===== src/rtl/fifo_pkg.sv =====
// Shared types and pointer helpers for both sides of the dual-clock FIFO.
package fifo_pkg;

    localparam int DEF_PTR_WIDTH  = 3;
    localparam int DEF_FIFO_DEPTH = 8;
    localparam int DEF_FIFO_WIDTH = 16;

    typedef logic [DEF_PTR_WIDTH:0] ptr_t;

    typedef enum logic [1:0] {
        EMPTY = 2'd0,
        ONE   = 2'd1,
        TWO   = 2'd2
    } buf_state_e;

    function automatic ptr_t bin2gray(input ptr_t b);
        return b ^ (b >> 1);
    endfunction

    function automatic ptr_t gray2bin(input ptr_t g);
        ptr_t b;
        b[DEF_PTR_WIDTH] = g[DEF_PTR_WIDTH];
        for (int i = DEF_PTR_WIDTH - 1; i >= 0; i--) begin
            b[i] = b[i + 1] ^ g[i];
        end
        return b;
    endfunction

endpackage


===== src/rtl/fifo_rd_ctrl_if.sv =====
// Valid/ready output stream from the FIFO read controller to its consumer.
interface fifo_rd_ctrl_if #(
    parameter int FIFO_WIDTH = fifo_pkg::DEF_FIFO_WIDTH
);
    logic                  m_valid;
    logic                  m_ready;
    logic [FIFO_WIDTH-1:0] m_data;

    modport master (output m_valid, output m_data, input m_ready);
    modport slave  (input m_valid, input m_data, output m_ready);
endinterface


===== src/rtl/fifo_rd_ctrl_chk.sv =====
// Invariant checks for the read controller's output buffer and pointers.
module fifo_rd_ctrl_chk
    import fifo_pkg::*;
#(
    parameter int PTR_WIDTH  = DEF_PTR_WIDTH,
    parameter int FIFO_DEPTH = DEF_FIFO_DEPTH
) (
    input logic               clk,
    input logic               rst,
    input buf_state_e         state,
    input logic               push,
    input logic               pop,
    input logic               fifo_empty,
    input logic               rd_en,
    input logic [PTR_WIDTH:0] rd_level
);
    localparam logic [PTR_WIDTH:0] DEPTH_P = FIFO_DEPTH[PTR_WIDTH:0];

    a_no_overfill: assert property (@(posedge clk) disable iff (rst) !(state == TWO && push && !pop));
    a_no_underrun: assert property (@(posedge clk) disable iff (rst) !(fifo_empty && rd_en));
    a_level_range: assert property (@(posedge clk) disable iff (rst) rd_level <= DEPTH_P);
endmodule


===== src/rtl/sync_2ff.sv =====
// Two-flop synchroniser for Gray-coded pointers crossing clock domains.
module sync_2ff #(
    parameter int WIDTH = 4
) (
    input  logic             clk,
    input  logic             rst,
    input  logic [WIDTH-1:0] d,
    output logic [WIDTH-1:0] q
);
    logic [WIDTH-1:0] q1_r;
    logic [WIDTH-1:0] q2_r;

    // Plain flop chain, nothing between stages
    always_ff @(posedge clk) begin
        if (rst) begin
            q1_r <= {WIDTH{1'b0}};
            q2_r <= {WIDTH{1'b0}};
        end else begin
            q1_r <= d;
            q2_r <= q1_r;
        end
    end

    assign q = q2_r;
endmodule


===== src/rtl/fifo_rd_ctrl.sv =====
// Read-side controller of the dual-clock FIFO (rdclk domain only).
// Optional registered read-side level output is enabled by defining FIFO_RD_LEVEL_EN.
module fifo_rd_ctrl
    import fifo_pkg::*;
#(
    parameter int FIFO_DEPTH = DEF_FIFO_DEPTH,
    parameter int FIFO_WIDTH = DEF_FIFO_WIDTH,
    parameter int PTR_WIDTH  = DEF_PTR_WIDTH
) (
    input  logic                  rdclk,
    input  logic                  rd_rst,
    input  logic [PTR_WIDTH:0]    g_wptr,
    output logic                  rd_en,
    output logic [PTR_WIDTH:0]    b_rptr,
    output logic [PTR_WIDTH:0]    g_rptr,
    output logic                  fifo_empty,
    input  logic [FIFO_WIDTH-1:0] mem_rdata,
    output logic [PTR_WIDTH:0]    rd_level,
    fifo_rd_ctrl_if.master        m_if
);
    logic [PTR_WIDTH:0]    wq2_s;
    logic [PTR_WIDTH:0]    b_rptr_r;
    logic [PTR_WIDTH:0]    g_rptr_r;
    logic [PTR_WIDTH:0]    b_rptr_nxt_s;
    logic                  inflight_r;
    buf_state_e            state_r;
    logic                  m_valid_r;
    logic [FIFO_WIDTH-1:0] buf0_r;
    logic [FIFO_WIDTH-1:0] buf1_r;
    logic [1:0]            cnt_s;
    logic [2:0]            fill_s;
    logic                  pop_s;
    logic                  rd_en_s;

    sync_2ff #(.WIDTH(PTR_WIDTH + 1)) u_wptr_sync (
        .clk (rdclk),
        .rst (rd_rst),
        .d   (g_wptr),
        .q   (wq2_s)
    );

    // Read issue: only when a word is visible and the buffer will have room when it lands
    always_comb begin
        cnt_s = 2'd0;
        case (state_r)
            EMPTY:   cnt_s = 2'd0;
            ONE:     cnt_s = 2'd1;
            TWO:     cnt_s = 2'd2;
            default: cnt_s = 2'd0;
        endcase
        pop_s        = m_valid_r & m_if.m_ready;
        fill_s       = {1'b0, cnt_s} + {2'b00, inflight_r} - {2'b00, pop_s};
        rd_en_s      = (g_rptr_r != wq2_s) && (fill_s < 3'd2);
        b_rptr_nxt_s = b_rptr_r + {{PTR_WIDTH{1'b0}}, 1'b1};
    end

    // Read pointers and the one-cycle memory latency tracker
    always_ff @(posedge rdclk) begin
        if (rd_rst) begin
            b_rptr_r   <= {(PTR_WIDTH + 1){1'b0}};
            g_rptr_r   <= {(PTR_WIDTH + 1){1'b0}};
            inflight_r <= 1'b0;
        end else begin
            inflight_r <= rd_en_s;
            if (rd_en_s) begin
                b_rptr_r <= b_rptr_nxt_s;
                g_rptr_r <= bin2gray(b_rptr_nxt_s);
            end
        end
    end

    // Output buffer FSM; buf0_r is always the head so m_data holds while stalled
    always_ff @(posedge rdclk) begin
        if (rd_rst) begin
            state_r   <= EMPTY;
            m_valid_r <= 1'b0;
            buf0_r    <= {FIFO_WIDTH{1'b0}};
            buf1_r    <= {FIFO_WIDTH{1'b0}};
        end else begin
            case (state_r)
                EMPTY: begin
                    if (inflight_r) begin
                        buf0_r    <= mem_rdata;
                        state_r   <= ONE;
                        m_valid_r <= 1'b1;
                    end
                end
                ONE: begin
                    if (inflight_r && !pop_s) begin
                        buf1_r  <= mem_rdata;
                        state_r <= TWO;
                    end else if (inflight_r && pop_s) begin
                        buf0_r <= mem_rdata;
                    end else if (pop_s) begin
                        state_r   <= EMPTY;
                        m_valid_r <= 1'b0;
                    end
                end
                TWO: begin
                    if (pop_s) begin
                        buf0_r <= buf1_r;
                        if (inflight_r) begin
                            buf1_r <= mem_rdata;
                        end else begin
                            state_r <= ONE;
                        end
                    end
                end
                default: begin
                    state_r   <= EMPTY;
                    m_valid_r <= 1'b0;
                end
            endcase
        end
    end

`ifdef FIFO_RD_LEVEL_EN
    logic [PTR_WIDTH:0] rd_level_r;

    // Occupancy as seen here; lags the writer by the synchroniser delay
    always_ff @(posedge rdclk) begin
        if (rd_rst) begin
            rd_level_r <= {(PTR_WIDTH + 1){1'b0}};
        end else begin
            rd_level_r <= gray2bin(wq2_s) - b_rptr_r;
        end
    end

    assign rd_level = rd_level_r;
`else
    assign rd_level = {(PTR_WIDTH + 1){1'b0}};
`endif

    assign rd_en        = rd_en_s;
    assign b_rptr       = b_rptr_r;
    assign g_rptr       = g_rptr_r;
    assign fifo_empty   = (g_rptr_r == wq2_s);
    assign m_if.m_valid = m_valid_r;
    assign m_if.m_data  = buf0_r;

    fifo_rd_ctrl_chk #(
        .PTR_WIDTH  (PTR_WIDTH),
        .FIFO_DEPTH (FIFO_DEPTH)
    ) u_chk (
        .clk        (rdclk),
        .rst        (rd_rst),
        .state      (state_r),
        .push       (inflight_r),
        .pop        (pop_s),
        .fifo_empty (fifo_empty),
        .rd_en      (rd_en_s),
        .rd_level   (rd_level)
    );
endmodule


===== src/flat_wrapper.sv =====
// flat-port wrapper written by rule: the top's interface ports become plain ports
module fifo_rd_ctrl_flat import fifo_pkg::*;
#(
    parameter int FIFO_DEPTH = DEF_FIFO_DEPTH,
    parameter int FIFO_WIDTH = DEF_FIFO_WIDTH,
    parameter int PTR_WIDTH  = DEF_PTR_WIDTH
)
  (rdclk, rd_rst, g_wptr, rd_en, b_rptr, g_rptr, fifo_empty, mem_rdata, rd_level, m_if_m_valid, m_if_m_data, m_if_m_ready);
  fifo_rd_ctrl_if #(.FIFO_WIDTH(FIFO_WIDTH)) m_if_i ();
  input  logic rdclk;
  input  logic rd_rst;
  input  logic [PTR_WIDTH:0] g_wptr;
  output logic rd_en;
  output logic [PTR_WIDTH:0] b_rptr;
  output logic [PTR_WIDTH:0] g_rptr;
  output logic fifo_empty;
  input  logic [FIFO_WIDTH-1:0] mem_rdata;
  output logic [PTR_WIDTH:0] rd_level;
  output wire logic [$bits(m_if_i.m_valid)-1:0] m_if_m_valid;
  output wire logic [$bits(m_if_i.m_data)-1:0] m_if_m_data;
  input wire logic [$bits(m_if_i.m_ready)-1:0] m_if_m_ready;
  assign m_if_m_valid = m_if_i.m_valid;
  assign m_if_m_data = m_if_i.m_data;
  assign m_if_i.m_ready = m_if_m_ready;
  fifo_rd_ctrl #(.FIFO_DEPTH(FIFO_DEPTH), .FIFO_WIDTH(FIFO_WIDTH), .PTR_WIDTH(PTR_WIDTH)) u_core (.rdclk(rdclk), .rd_rst(rd_rst), .g_wptr(g_wptr), .rd_en(rd_en), .b_rptr(b_rptr), .g_rptr(g_rptr), .fifo_empty(fifo_empty), .mem_rdata(mem_rdata), .rd_level(rd_level), .m_if(m_if_i));
endmodule

===== config.mk =====
export PLATFORM = sky130hd
export DESIGN_NAME = fifo_rd_ctrl_flat
export DESIGN_NICKNAME = d
export VERILOG_FILES = /design/src/rtl/fifo_pkg.sv /design/src/rtl/fifo_rd_ctrl_if.sv /design/src/rtl/fifo_rd_ctrl_chk.sv /design/src/rtl/sync_2ff.sv /design/src/rtl/fifo_rd_ctrl.sv /design/src/flat_wrapper.sv
export SDC_FILE = /design/constraint.sdc
export NUM_CORES = 1
export LEC_CHECK = 0
export CAP_MARGIN = 20
export CORE_ASPECT_RATIO = 0.9
export CORE_MARGIN = 2
export CORE_UTILIZATION = 51
export CTS_BUF_LIST = sky130_fd_sc_hd__clkbuf_8
export DETAILED_ROUTE_END_ITERATION = 7
export PLACE_DENSITY = 0.82
export SLEW_MARGIN = 15
export SYNTH_ARGS = -nofsm -noshare
export SYNTH_HDL_FRONTEND = slang
export SYNTH_SLANG_ARGS = --single-unit

===== constraint.sdc =====
create_clock -name rdclk -period 3.31 [get_ports rdclk]
set_clock_uncertainty 0.2 [all_clocks]
set_input_delay 0.662 -clock rdclk [delete_from_list [all_inputs] [get_ports rdclk]]
set_output_delay 0.662 -clock rdclk [all_outputs]
set_load 0.05 [all_outputs]

# --- Word-level counts from Yosys, hierarchy flattened ---
# Index checks and enable logic that the tools add are counted.
classes:
  bitwise: 3
  n_lt_le_gt_ge: 1
  n_mul: 0
  eq_ne: 15
  n_shift: 0
  muxes: 21
  n_div: 0
  add_sub_neg: 3
  reduce_logical: 11
ops:
  columns: ["operator", "n"]
  rows:
  - ["two-way mux 16 bit", 6]
  - ["case mux 16 bit (3 select lines)", 1]
  - ["case mux 16 bit (2 select lines)", 1]
  - ["AND reduction 5 bit", 3]
  - ["two-way mux 2 bit", 6]
  - ["!= test 2 x 1 -> 1 bit, second input constant", 6]
  - ["!= test 2 bit, second input constant", 3]
  - ["case mux 2 bit (3 select lines)", 1]
  - ["adder 4 x 1 -> 4 bit, second input constant", 1]
  - ["== test 4 bit", 1]
  - ["two-way mux 1 bit", 4]
  - ["!= test 4 bit", 1]
  - ["case mux 2 bit (2 select lines)", 1]
  - ["AND reduction 4 bit", 1]
  - ["bitwise XOR 4 x 3 -> 4 bit", 1]
  - ["adder 2 x 1 -> 3 bit", 1]
  - ["logical AND 1 bit", 3]
  - ["< comparator 3 x 2 -> 1 bit, second input constant", 1]
  - ["!= test 3 x 1 -> 1 bit, second input constant", 1]
  - ["!= test 3 x 2 -> 1 bit, second input constant", 1]
  - ["case mux 1 bit (3 select lines)", 1]
  - ["nonzero test 3 bit", 1]
  - ["subtractor 3 x 1 -> 3 bit", 1]
  - ["== test 2 x 1 -> 1 bit, second input constant", 1]
  - ["other kinds (6)", 6]
totals:
  elab_cells: 63
  latchBits: 0
  output_inout_bits: 31
  romBits: 0
  ram_bits: 0
  mem_count: 0
  ff_bits: 52

# --- Depth between registers and ports, before layout ---
# Gate-level depths: netlist (run 1).
depth:
  ltp_word: 6
  ltp_mapped: 9
  mapped_depth_nobuf: 8

# --- Modules after synthesis ---
# From an unflattened synthesis (run 1), not the netlist that was laid out.
hier_totals:
  hier_cells: 265
  area_unflattened_um2: 2260.9
modules_own_cells:
  columns: ["mod", "cells_per_inst", "n_inst", "area_each_um2"]
  rows:
  - ["fifo_rd_ctrl", 249, 1, 2050.7]
  - ["sync_2ff", 16, 1, 210.2]

# --- Least setup slack after synthesis (run 1) ---
# No wires, ideal clock.
synth_timing:
  kind: "reg2out"
  startpoint: "register u_core.m_valid_r (netlist: u_core.m_if.m_valid)"
  endpoint: "output port rd_en"
  path_stages_with_launch: 8
  arrival_ns: 2.848
  slack_ns: -0.400
  n_path_buf: 0
  path_cell_list: "dfxtp_1 -> nand2_1 -> inv_1 -> ha_1 -> nand2b_1 -> fa_1 -> inv_1 -> nor3_2"
synth_between:
  elab_chain_len: 4
synth_lines:
  columns: ["element", "line_no", "source"]
  rows:
  - ["start: declaration", "fifo_rd_ctrl.sv:27", "logic m_valid_r;"]
  - ["start signal: assignment", "fifo_rd_ctrl.sv:76", "m_valid_r <= 1'b0;"]
  - ["start signal: assignment", "fifo_rd_ctrl.sv:85", "m_valid_r <= 1'b1;"]
  - ["start signal: assignment", "fifo_rd_ctrl.sv:96", "m_valid_r <= 1'b0;"]
  - ["AND 1 bit", "fifo_rd_ctrl.sv:51", "pop_s = m_valid_r & m_if.m_ready;"]
  - ["subtractor 3 x 1 -> 3 bit", "fifo_rd_ctrl.sv:52", "fill_s = {1'b0, cnt_s} + {2'b00, inflight_r} - {2'b00, pop_s};"]
  - ["< comparator 3 x 2 -> 1 bit", "fifo_rd_ctrl.sv:53", "rd_en_s = (g_rptr_r != wq2_s) && (fill_s < 3'd2);"]
  - ["logical AND 1 bit", "fifo_rd_ctrl.sv:53", null]
  - ["end: declaration", "flat_wrapper.sv:13", "output logic rd_en;"]
# Every way passes these cells.

# --- Final worst setup path (run 1) ---
layout_timing:
  startpoint: "input port m_if_m_ready"
  endpoint: "output port rd_en"
layout_between:
  elab_chain_len: 4
layout_lines:
  columns: ["element", "line_no", "source"]
  rows:
  - ["start: declaration", "flat_wrapper.sv:21", "input wire logic [$bits(m_if_i.m_ready)-1:0] m_if_m_ready;"]
  - ["AND 1 bit", "fifo_rd_ctrl.sv:51", null]
  - ["subtractor 3 x 1 -> 3 bit", "fifo_rd_ctrl.sv:52", null]
  - ["< comparator 3 x 2 -> 1 bit", "fifo_rd_ctrl.sv:53", null]
  - ["logical AND 1 bit", "fifo_rd_ctrl.sv:53", null]
# Every way passes these cells.

==> flow_metrics.tcl, run 1 <==
set metrics [dict create \
    synth_seq_cells 51 \
    nFillCells 313 \
    place_area_um2 2825 \
    tightest_slew_ns 0.5139 \
    num_vias 1826 \
    cts.path.max_buffers 2 \
    required_ns 2.45 \
    p_per_area_nw_per_um2 960.6 \
    drt-total-wl_mm 4.445 \
    drive_gt1_share_pct 12.75 \
    multiInputGateArea_um2 1146 \
    reg2reg_from "u_core.state_r[0]" \
    path_clk_slew_ns 0.09 \
    cap_violations 0 \
    core_region_area_um2 4156 \
    hold_path.class "reg -> reg" \
    num_antenna_cells 0 \
    drtPass1Iterations 4 \
    cp_max_fo 2 \
    synth-edff-count 0 \
    first_global_vias 1774 \
    antenna_left 0 \
    maxSlewHeadroom_pct 65.63 \
    syn_to_final_growth_pct 31.57 \
    cts_tree "done" \
    place.port_buffers 49 \
    setup_viol 0 \
    fp.dieH_um 67.03 \
    grt_usage_pct 20.59 \
    clock_latency_ns 0.31 \
    syn_area_per_cell_um2 9.187 \
    antenna_found_initial 0 \
    hold_start "u_core.u_wptr_sync.q1_r[1]" \
    fin_nets 325 \
    crit_path_start_kind "input port" \
    route.detailed.drc 0 \
    r2r_slack_ns 0.67 \
    grt-ovfl-total 0 \
    gp_congestion 0.7428 \
    max_freq_ghz 0.3091 \
    dp_hpwl_mm 3.030 \
    regArea_um2 1023 \
    p_total_mw 2.845 \
    crit_path_end "rd_en" \
    critPathKind "in -> out" \
    boundaryPins 54 \
    hold_slack_ns 0.2342 \
    ir_drop_uv 564.2 \
    ys_seq_area_share_pct 45.36 \
    root_buffer "clkbuf_8" \
    grt_max_degree 36 \
    final_area_um2 2962 \
    syn_inst 245 \
    rsz0062_at_grt "no" \
    p_leak_nw 1.214 \
    dr_wl_met3_um 160 \
    status "finished, final reports clean" \
    grt_pass1_wl_mm 7.762 \
    via_per_inst 5.101 \
    drtIter0Drc 88 \
    period_needed_ns 3.235 \
    rr_worst_depth 8 \
    final.period_utilization_pct 97.75 \
    initial_utilization_pct 54.15 \
    cts_buffers 5 \
    synth_area_um2 2251 \
    met1Wirelength_mm 2.130 \
    ys_warn_count 0 \
    wl_per_cell_um 12.42 \
    arrival_ns 2.37 \
    rows 22 \
    cts_sinks 51 \
    ys.flop_type "dfxtp_1" \
    final_util_pct 71.25 \
    hold_viol_final 0 \
    final_max_slew_viol_count 0 \
    h-tree-depth 2 \
    postCtsHoldBufs 0 \
    met2_length_mm 2.078 \
    die_x_um 74.03 \
    die-area_um2 4962 \
    synth_cell_types 35 \
    async_reset_ff_share_pct 0 \
    r2r-end "u_core.b_rptr[0]" \
    crit_start "m_if_m_ready" \
    end_kind "primary output" \
    topRoutingLayerUsed "met4" \
]
==> worst max-delay path: stages <==
cell           delay [ns]
dlygate4sd2_1        0.25
nand2_2              0.08
inv_2                0.05
ha_4                 0.20
nand2b_4             0.13
fa_2                 0.40
xnor2_4              0.17
nor3_4               0.26
buf_12               0.17
==> routing by layer <==
layer  track usage (%)  vias up
li1                  -      942
met1             25.91      840
met2             33.04       37
met3             6.354        7
met4             7.500        0
met5                 0        -
==> flip-flops by register name, summed over array words and instances, names as in the netlist <==
| signal | cells |
|---|---|
| u_core.u_wptr_sync.q1_r | 4 |
| u_core.m_if.m_data | 16 |
| u_core.inflight_r | 1 |
| u_core.buf1_r | 16 |
| u_core.b_rptr | 3 |
| u_core.g_rptr | 4 |
| u_core.m_if.m_valid | 1 |
| u_core.u_wptr_sync.q | 4 |
| u_core.state_r | 2 |
==> per-stage QoR <==
step / setup TNS (ns) / std cells / setup WS [ns]
after floorplan: 0 / 248 / 0.006350
after global placement: -0.2446 / 348 / -0.2446
after detailed placement: -0.3077 / 348 / -0.2687
after CTS: 0 / 357 / 0.01053
after global routing: 0 / 358 / 0.01304
final: 0 / 358 / 0.07464
==> cell type report <==
cell class / instances / share of cell area (%)
clock buffer: 6 / 2.788
clock inverter: 2 / 0.5492
inverter: 7 / 0.8872
multi-input combinational: 170 / 38.70
sequential: 51 / 34.56
tap: 60 / 2.535
timing repair buffer: 62 / 19.98
==> how the worst min path moves through the flow <==
stage	cells after the start	slack [ns]	to
2_1_floorplan	1	0.21	u_core.u_wptr_sync.q[0]
3_3_place_gp	1	0.22	u_core.u_wptr_sync.q[2]
3_5_place_dp	1	0.22	u_core.u_wptr_sync.q[0]
4_1_cts	1	0.24	u_core.u_wptr_sync.q[0]
5_1_grt	1	0.27	u_core.u_wptr_sync.q[1]
6_report	1	0.23	u_core.u_wptr_sync.q[1]
==> synthesized netlist by cell type, types with 2 or more instances <==
cell,count,area (um2)
ha_1,4,50.05
nor2_1,35,131.4
inv_1,5,18.77
nand2_1,35,131.4
mux2i_1,16,160.2
nand2b_1,3,18.77
buf_4,6,45.04
clkbuf_1,8,30.03
inv_2,2,7.510
or4_1,2,15.01
xnor2_1,10,87.58
dfxtp_1,51,1021
nand4_1,5,31.28
a311oi_1,16,140.1
a21oi_1,9,45.04
buf_2,5,25.02
o31ai_1,6,45.04
nor2b_1,10,62.56
==> what timing repair did <==
action,4_1_cts,5_1_grt
setup endpoints to repair,1,1
setup buffers,1,1
pin swaps,3,2
gates resized for setup,4,1
==> cell families after synthesis <==
kind of cell | synth area share [%]
AND/OR/NAND/NOR | 19.34
buffers and inverters | 6.114
adder cells (fa/ha/maj) | 3.113
other | 0.1666
multiplexers | 7.615
flip-flops | 45.36
AO/OA/AOI/OAI | 13.67
XOR/XNOR | 4.614
==> layout by cell type, fill, tap and decap left out, drive strengths merged, types with 9 or more instances in the layout <==
cell	instances
a21oi	9
a311oi	16
buf	15
clkdlybuf4s50	46
dfxtp	51
mux2i	16
nand2	35
nor2	35
nor2b	10
xnor2	11
==> where the power goes <==
part / internal (mW) / switching (mW) / total (mW)
sequential: 0.768 / 0.111 / 0.880
combinational: 0.621 / 0.968 / 1.59
clock: 0.171 / 0.206 / 0.376
No activity file was read; power rests on OpenSTA's default activity.
==> run 2: changes to the inputs <==
--- a/config.mk
+++ b/config.mk
@@ -11,6 +11,7 @@
 export CORE_UTILIZATION = 51
 export CTS_BUF_LIST = sky130_fd_sc_hd__clkbuf_8
 export DETAILED_ROUTE_END_ITERATION = 7
+export HOLD_SLACK_MARGIN = 0.05
 export PLACE_DENSITY = 0.82
 export SLEW_MARGIN = 15
 export SYNTH_ARGS = -nofsm -noshare
==> results of run 2 <==
Final layout, timing and power as in run 1 (identical DEF).
